===== src/rtl/wb_byte_master.sv =====
// Wishbone initiator: packs a byte stream into 32-bit little-endian words and
// writes them to a word-addressed buffer, with capacity limit and bus timeout.
module wb_byte_master #(
  parameter int unsigned TIMEOUT = 255
) (
  input  logic        clk_i,
  input  logic        rst_i,
  input  logic        start_i,
  input  logic [31:0] base_adr_i,
  input  logic [15:0] max_words_i,
  input  logic [7:0]  byte_i,
  input  logic        byte_valid_i,
  output logic        byte_ready_o,
  input  logic        flush_i,
  output logic        busy_o,
  output logic [15:0] word_count_o,
  output logic        overflow_o,
  output logic        err_o,
  output logic        wb_cyc_o,
  output logic        wb_stb_o,
  output logic        wb_we_o,
  output logic [31:0] wb_adr_o,
  output logic [31:0] wb_dat_o,
  output logic [3:0]  wb_sel_o,
  input  logic        wb_ack_i
);

  // state | meaning
  // IDLE  | waiting for start, stream not accepted
  // FILL  | accepting bytes into the packer
  // WRITE | Wishbone write cycle outstanding
  // ERROR | bus timeout seen, waiting for start
  typedef enum logic [1:0] {
    IDLE  = 2'd0,
    FILL  = 2'd1,
    WRITE = 2'd2,
    ERROR = 2'd3
  } state_t;

  localparam logic [15:0] TO_LOAD = 16'(TIMEOUT - 1);

  state_t      state_q, state_d;
  logic [31:0] base_q, base_d;
  logic [15:0] max_q, max_d;
  logic [31:0] pk_dat_q, pk_dat_d;
  logic [3:0]  pk_sel_q, pk_sel_d;
  logic [2:0]  pk_cnt_q, pk_cnt_d;
  logic [15:0] count_q, count_d;
  logic        ovf_q, ovf_d;
  logic        err_q, err_d;
  logic [15:0] to_q, to_d;
  logic        cyc_q, cyc_d;
  logic [31:0] adr_q, adr_d;
  logic [31:0] dat_q, dat_d;
  logic [3:0]  sel_q, sel_d;

  logic [31:0] acc_dat;
  logic [3:0]  acc_sel;
  logic [2:0]  acc_cnt;

  always_comb begin
    state_d  = state_q;
    base_d   = base_q;
    max_d    = max_q;
    pk_dat_d = pk_dat_q;
    pk_sel_d = pk_sel_q;
    pk_cnt_d = pk_cnt_q;
    count_d  = count_q;
    ovf_d    = ovf_q;
    err_d    = err_q;
    to_d     = to_q;
    cyc_d    = cyc_q;
    adr_d    = adr_q;
    dat_d    = dat_q;
    sel_d    = sel_q;
    acc_dat  = pk_dat_q;
    acc_sel  = pk_sel_q;
    acc_cnt  = pk_cnt_q;

    if (start_i) begin
      // restart wins over ack and timeout; any in-flight cycle is abandoned
      state_d  = FILL;
      base_d   = base_adr_i & 32'hFFFF_FFFC;
      max_d    = max_words_i;
      pk_dat_d = 32'h0;
      pk_sel_d = 4'h0;
      pk_cnt_d = 3'd0;
      count_d  = 16'h0;
      ovf_d    = 1'b0;
      err_d    = 1'b0;
      to_d     = 16'h0;
      cyc_d    = 1'b0;
      adr_d    = 32'h0;
      dat_d    = 32'h0;
      sel_d    = 4'h0;
    end else begin
      unique case (state_q)
        IDLE: ;
        FILL: begin
          if (byte_valid_i) begin
            if (count_q == max_q) begin
              ovf_d = 1'b1;
            end else begin
              acc_dat[{pk_cnt_q[1:0], 3'b000} +: 8] = byte_i;
              acc_sel[pk_cnt_q[1:0]]                = 1'b1;
              acc_cnt                               = pk_cnt_q + 3'd1;
            end
          end
          // the flush sees the byte accepted in the same cycle
          if ((acc_cnt == 3'd4) || (flush_i && (acc_cnt != 3'd0))) begin
            state_d  = WRITE;
            cyc_d    = 1'b1;
            adr_d    = base_q + {14'd0, count_q, 2'b00};
            dat_d    = acc_dat;
            sel_d    = acc_sel;
            to_d     = TO_LOAD;
            pk_dat_d = 32'h0;
            pk_sel_d = 4'h0;
            pk_cnt_d = 3'd0;
          end else begin
            pk_dat_d = acc_dat;
            pk_sel_d = acc_sel;
            pk_cnt_d = acc_cnt;
          end
        end
        WRITE: begin
          if (wb_ack_i) begin
            state_d = FILL;
            count_d = count_q + 16'd1;
            cyc_d   = 1'b0;
            adr_d   = 32'h0;
            dat_d   = 32'h0;
            sel_d   = 4'h0;
          end else if (to_q == 16'd0) begin
            state_d = ERROR;
            err_d   = 1'b1;
            cyc_d   = 1'b0;
            adr_d   = 32'h0;
            dat_d   = 32'h0;
            sel_d   = 4'h0;
          end else begin
            to_d = to_q - 16'd1;
          end
        end
        ERROR: ;
        default: state_d = IDLE;
      endcase
    end
  end

  always_ff @(posedge clk_i) begin
    if (rst_i) begin
      state_q  <= IDLE;
      base_q   <= 32'h0;
      max_q    <= 16'h0;
      pk_dat_q <= 32'h0;
      pk_sel_q <= 4'h0;
      pk_cnt_q <= 3'd0;
      count_q  <= 16'h0;
      ovf_q    <= 1'b0;
      err_q    <= 1'b0;
      to_q     <= 16'h0;
      cyc_q    <= 1'b0;
      adr_q    <= 32'h0;
      dat_q    <= 32'h0;
      sel_q    <= 4'h0;
    end else begin
      state_q  <= state_d;
      base_q   <= base_d;
      max_q    <= max_d;
      pk_dat_q <= pk_dat_d;
      pk_sel_q <= pk_sel_d;
      pk_cnt_q <= pk_cnt_d;
      count_q  <= count_d;
      ovf_q    <= ovf_d;
      err_q    <= err_d;
      to_q     <= to_d;
      cyc_q    <= cyc_d;
      adr_q    <= adr_d;
      dat_q    <= dat_d;
      sel_q    <= sel_d;
    end
  end

  assign byte_ready_o = (state_q == FILL);
  assign busy_o       = (state_q == WRITE) || (pk_cnt_q != 3'd0);
  assign word_count_o = count_q;
  assign overflow_o   = ovf_q;
  assign err_o        = err_q;
  assign wb_cyc_o     = cyc_q;
  assign wb_stb_o     = cyc_q;
  assign wb_we_o      = cyc_q;
  assign wb_adr_o     = adr_q;
  assign wb_dat_o     = dat_q;
  assign wb_sel_o     = sel_q;

endmodule


===== config.mk =====
export PLATFORM = sky130hd
export DESIGN_NAME = wb_byte_master
export DESIGN_NICKNAME = d
export VERILOG_FILES = /design/src/rtl/wb_byte_master.sv
export SDC_FILE = /design/constraint.sdc
export NUM_CORES = 1
export LEC_CHECK = 0
export ABC_AREA = 1
export ABC_CLOCK_PERIOD_IN_PS = 4160
export CAP_MARGIN = 20
export CELL_PAD_IN_SITES_DETAIL_PLACEMENT = 2
export CELL_PAD_IN_SITES_GLOBAL_PLACEMENT = 2
export CORE_MARGIN = 5
export CORE_UTILIZATION = 33
export CTS_BUF_LIST = sky130_fd_sc_hd__clkbuf_8
export DETAILED_ROUTE_END_ITERATION = 16
export PLACE_DENSITY = 0.9
export RECOVER_POWER = 25
export SLEW_MARGIN = 20
export SYNTH_ARGS = -nofsm -noshare
export SYNTH_HDL_FRONTEND = slang
export SYNTH_SLANG_ARGS = --single-unit
export TNS_END_PERCENT = 1

===== constraint.sdc =====
create_clock -name clk_i -period 4.16 [get_ports clk_i]
set_input_delay 0.832 -clock clk_i [delete_from_list [all_inputs] [get_ports clk_i]]
set_output_delay 0.832 -clock clk_i [all_outputs]
set_load 0.05 [all_outputs]

==> flow_metrics.tcl <==
set metrics [dict create \
    run_status "finished, violations left" \
    violations "capacitance limit, slew limit" \
    initialDrtViolationCount 469 \
    register_area_mm2 0.00376 \
    clk_pin_slew_worst_paths_ps 110 \
    timing.fmax_ghz 0.269 \
    grt_most_used_layer "met2" \
    grt_max_degree 69 \
    mappedNetlistArea_mm2 0.0102 \
    cts_tree "yes" \
    finalClockSkew_ps 19.2 \
    final_wtd_congestion 0.853 \
    timing_hold_violations_final 0 \
    peakVddDrop_v 0.000148 \
    grt.met3_usage 0.0307 \
    synthCells 1534 \
    whs_ps 472 \
    fin_total_pwr_mw 3.98 \
    finalMaxSlewViolations 45 \
    cts_setup_buffers 0 \
    antenna_found_initial 0 \
    endpoint "busy_o" \
    clock_latency_at_the_later_pin_of_the_worst_skew_pair_ps 500 \
    cap_violations 1 \
    synth-seq-cells 188 \
    fp.coreArea_mm2 0.0305 \
    tightest_slew_ps 2070 \
    final_layout_size_suffix_gt1_frac 0.0449 \
    syn_avg_cell_area_um2 6.63 \
    final_nets 1728 \
    setup-violations-final 0 \
    grt_use_met1 0.269 \
    grtUsageTotal 0.227 \
    drt_pre_antenna_iters 4 \
    routed_wl_um 39000 \
    yosysUniqueCellTypes 37 \
    numPlacedInstances 2013 \
    insertedDiodeCount 0 \
    worst_r2r_endpoint "wb_adr_o[3]$_SDFFE_PP0P_" \
    worst_ep_arrival_time_ps 2880 \
    critical_path_class "flip-flop to primary output" \
    detailed_place.area_mm2 0.0119 \
    grt.overflow.total 0 \
    cts_root_buffer "clkbuf_8" \
    drt-wirelength-per-cell_um 19.0 \
    min_clock_period_post_route_ps 3710 \
    dieHeight_um 186 \
    grt_pass1_wl_um 62900 \
    tns_ps 0 \
    timing.hold.worst.class "flip-flop to flip-flop" \
    r2r_start "word_count_o[11]$_SDFFE_PP0P_" \
    postRouteAntennaNets 0 \
    rsz0062_at_grt "no" \
    ys_seq_area_frac 0.370 \
    vias_in_the_first_global_route 11900 \
    power.density_cell_area_mw_per_mm2 323 \
    synth_warnings 0 \
    detail_route.vias_per_cell 5.27 \
    power_leakage_nw 4.76 \
    worst_r2r_path_depth 17 \
    rows 64 \
    ctsLongestPathBuffers 2 \
    fillerInstances 3646 \
    vias 10800 \
    cts.repair.resized 0 \
    groute.layer.met2.usage 0.425 \
    dieWidth_um 186 \
    areaGrowthSynthToFinish_pct 21.3 \
    slew_headroom -0.377 \
    required_ps 3330 \
    pin_count 153 \
    floorplan.die_area_mm2 0.0344 \
    hpwlAfterDp_um 28100 \
    crit_start_category "flip-flop" \
    initial_utilization 0.333 \
    remaining_drc_errors 0 \
    postCtsHoldBufs 0 \
    instances_no_fill 2045 \
    multiInputGateArea_mm2 0.00552 \
    r2r_slack_ps 560 \
    number_of_i_o_port_buffers 148 \
    clock-sinks 188 \
    postLayoutCellArea_mm2 0.0123 \
    finalCritPeriodShare 0.893 \
    number_of_buffers_added_by_the_clock_tree_synthesis_step 17 \
    htree_num_levels 4 \
    critical_path_capture_point_type "primary output" \
    crit_path_start "state_q[0]$_SDFFE_PP0P_" \
    largest_fanout_on_the_critical_path 30 \
]
registers in the layout (all words and copies together), names as in the netlist, 2 cells and up:
register / count
word_count_o: 16
base_q: 30
pk_sel_q: 4
pk_cnt_q: 3
wb_sel_o: 4
state_q: 2
to_q: 16
wb_adr_o: 30
wb_dat_o: 32
pk_dat_q: 32
max_q: 16
through the flow:
| step | setup WS [ps] | util |
|---|---|---|
| after floorplan | 1530 | - |
| after global placement | 660 | 0.391 |
| after detailed placement | 530 | 0.391 |
| after CTS | 401 | 0.405 |
| after global routing | 311 | 0.405 |
| final | 445 | 0.405 |
cell usage after synthesis (all sizes together):
master	instances	share of area
a31oi	2	0.0012
ha	29	0.036
nand3	61	0.032
o21a	13	0.0096
a211oi	31	0.023
buf	32	0.022
nand3b	2	0.0015
o21bai	1	0.00074
o21ai	27	0.014
xnor2	14	0.012
nand4	81	0.050
dfxtp	188	0.37
inv	122	0.045
o2111ai	5	0.0043
clkbuf	54	0.020
xor2	12	0.010
fa	1	0.0020
nand2	453	0.17
a21oi	188	0.092
nor3	20	0.0098
a21boi	1	0.00074
clkinv	4	0.0015
nor4	2	0.0012
a21o	1	0.00074
conb	1	0.00037
nor2	184	0.068
or2	5	0.0031
cell usage in the layout (no fill, tap or decap), drive strengths merged, types with 8 or more instances in the layout:
cell type        n
a211oi          31
a21oi          188
buf             18
clkbuf          20
clkdlybuf4s50  133
clkinv           8
dfxtp          188
dlygate4sd3     14
ha              29
inv            130
nand2          453
nand3           61
nand4           81
nor2           184
nor3            20
o21a            13
o21ai           27
xnor2           14
xor2            12
power breakdown:
part           leakage, nW  total, mW  switching [mW]  internal [mW]
registers             1.53       1.88          0.0357           1.85
logic                 3.02      0.725           0.499          0.226
clock network        0.219       1.38           0.806          0.569
logic make-up after synthesis:
group	Yosys count	share of synthesized area
and+or+nand+nor	808	0.335
AOI/OAI and AO/OA	269	0.146
buffers and inverters	212	0.0881
DFF	188	0.370
adders and majority gates	30	0.0376
xor gates and xnor gates	26	0.0224
other	1	0.000369
worst min-delay path by stage:
| stage | start | to | slack [ps] | cells after the start |
|---|---|---|---|---|
| finish | wb_dat_o[8]$_SDFFE_PP0P_ | wb_dat_o[8]$_SDFFE_PP0P_ | 470 | 2 |
| global route | overflow_o$_SDFFE_PP0P_ | overflow_o$_SDFFE_PP0P_ | 490 | 2 |
| CTS | pk_sel_q[2]$_SDFFE_PP0P_ | pk_sel_q[2]$_SDFFE_PP0P_ | 480 | 2 |
| detailed placement | pk_dat_q[1]$_SDFFE_PP0P_ | pk_dat_q[1]$_SDFFE_PP0P_ | 460 | 2 |
| global placement | to_q[0]$_SDFFE_PP0P_ | to_q[0]$_SDFFE_PP0P_ | 440 | 2 |
| floorplan | to_q[0]$_SDFFE_PP0P_ | to_q[0]$_SDFFE_PP0P_ | 430 | 2 |
metal layers:
layer  vias up  routed length, um
li1       5220                  -
met1      5348              16600
met2       172              20400
met3        47               1080
met4         0                835
met5         -                  0
worst max-delay path, stage by stage, from the launching register on:
cell	delay, ps
dfxtp_1	350
inv_1	70
ha_2	190
buf_4	320
inv_1	360
nand3_1	260
clkdlybuf4s50_1	830
cell type report:
| cell class | count | area share |
|---|---|---|
| Clock buffer | 17 | 0.0190 |
| Clock inverter | 15 | 0.0161 |
| Inverter | 126 | 0.0384 |
| Multi-Input combinational cell | 1135 | 0.447 |
| Sequential cell | 188 | 0.305 |
| Tap cell | 396 | 0.0401 |
| Timing Repair Buffer | 168 | 0.134 |
Power figures use the tool's default switching activity.
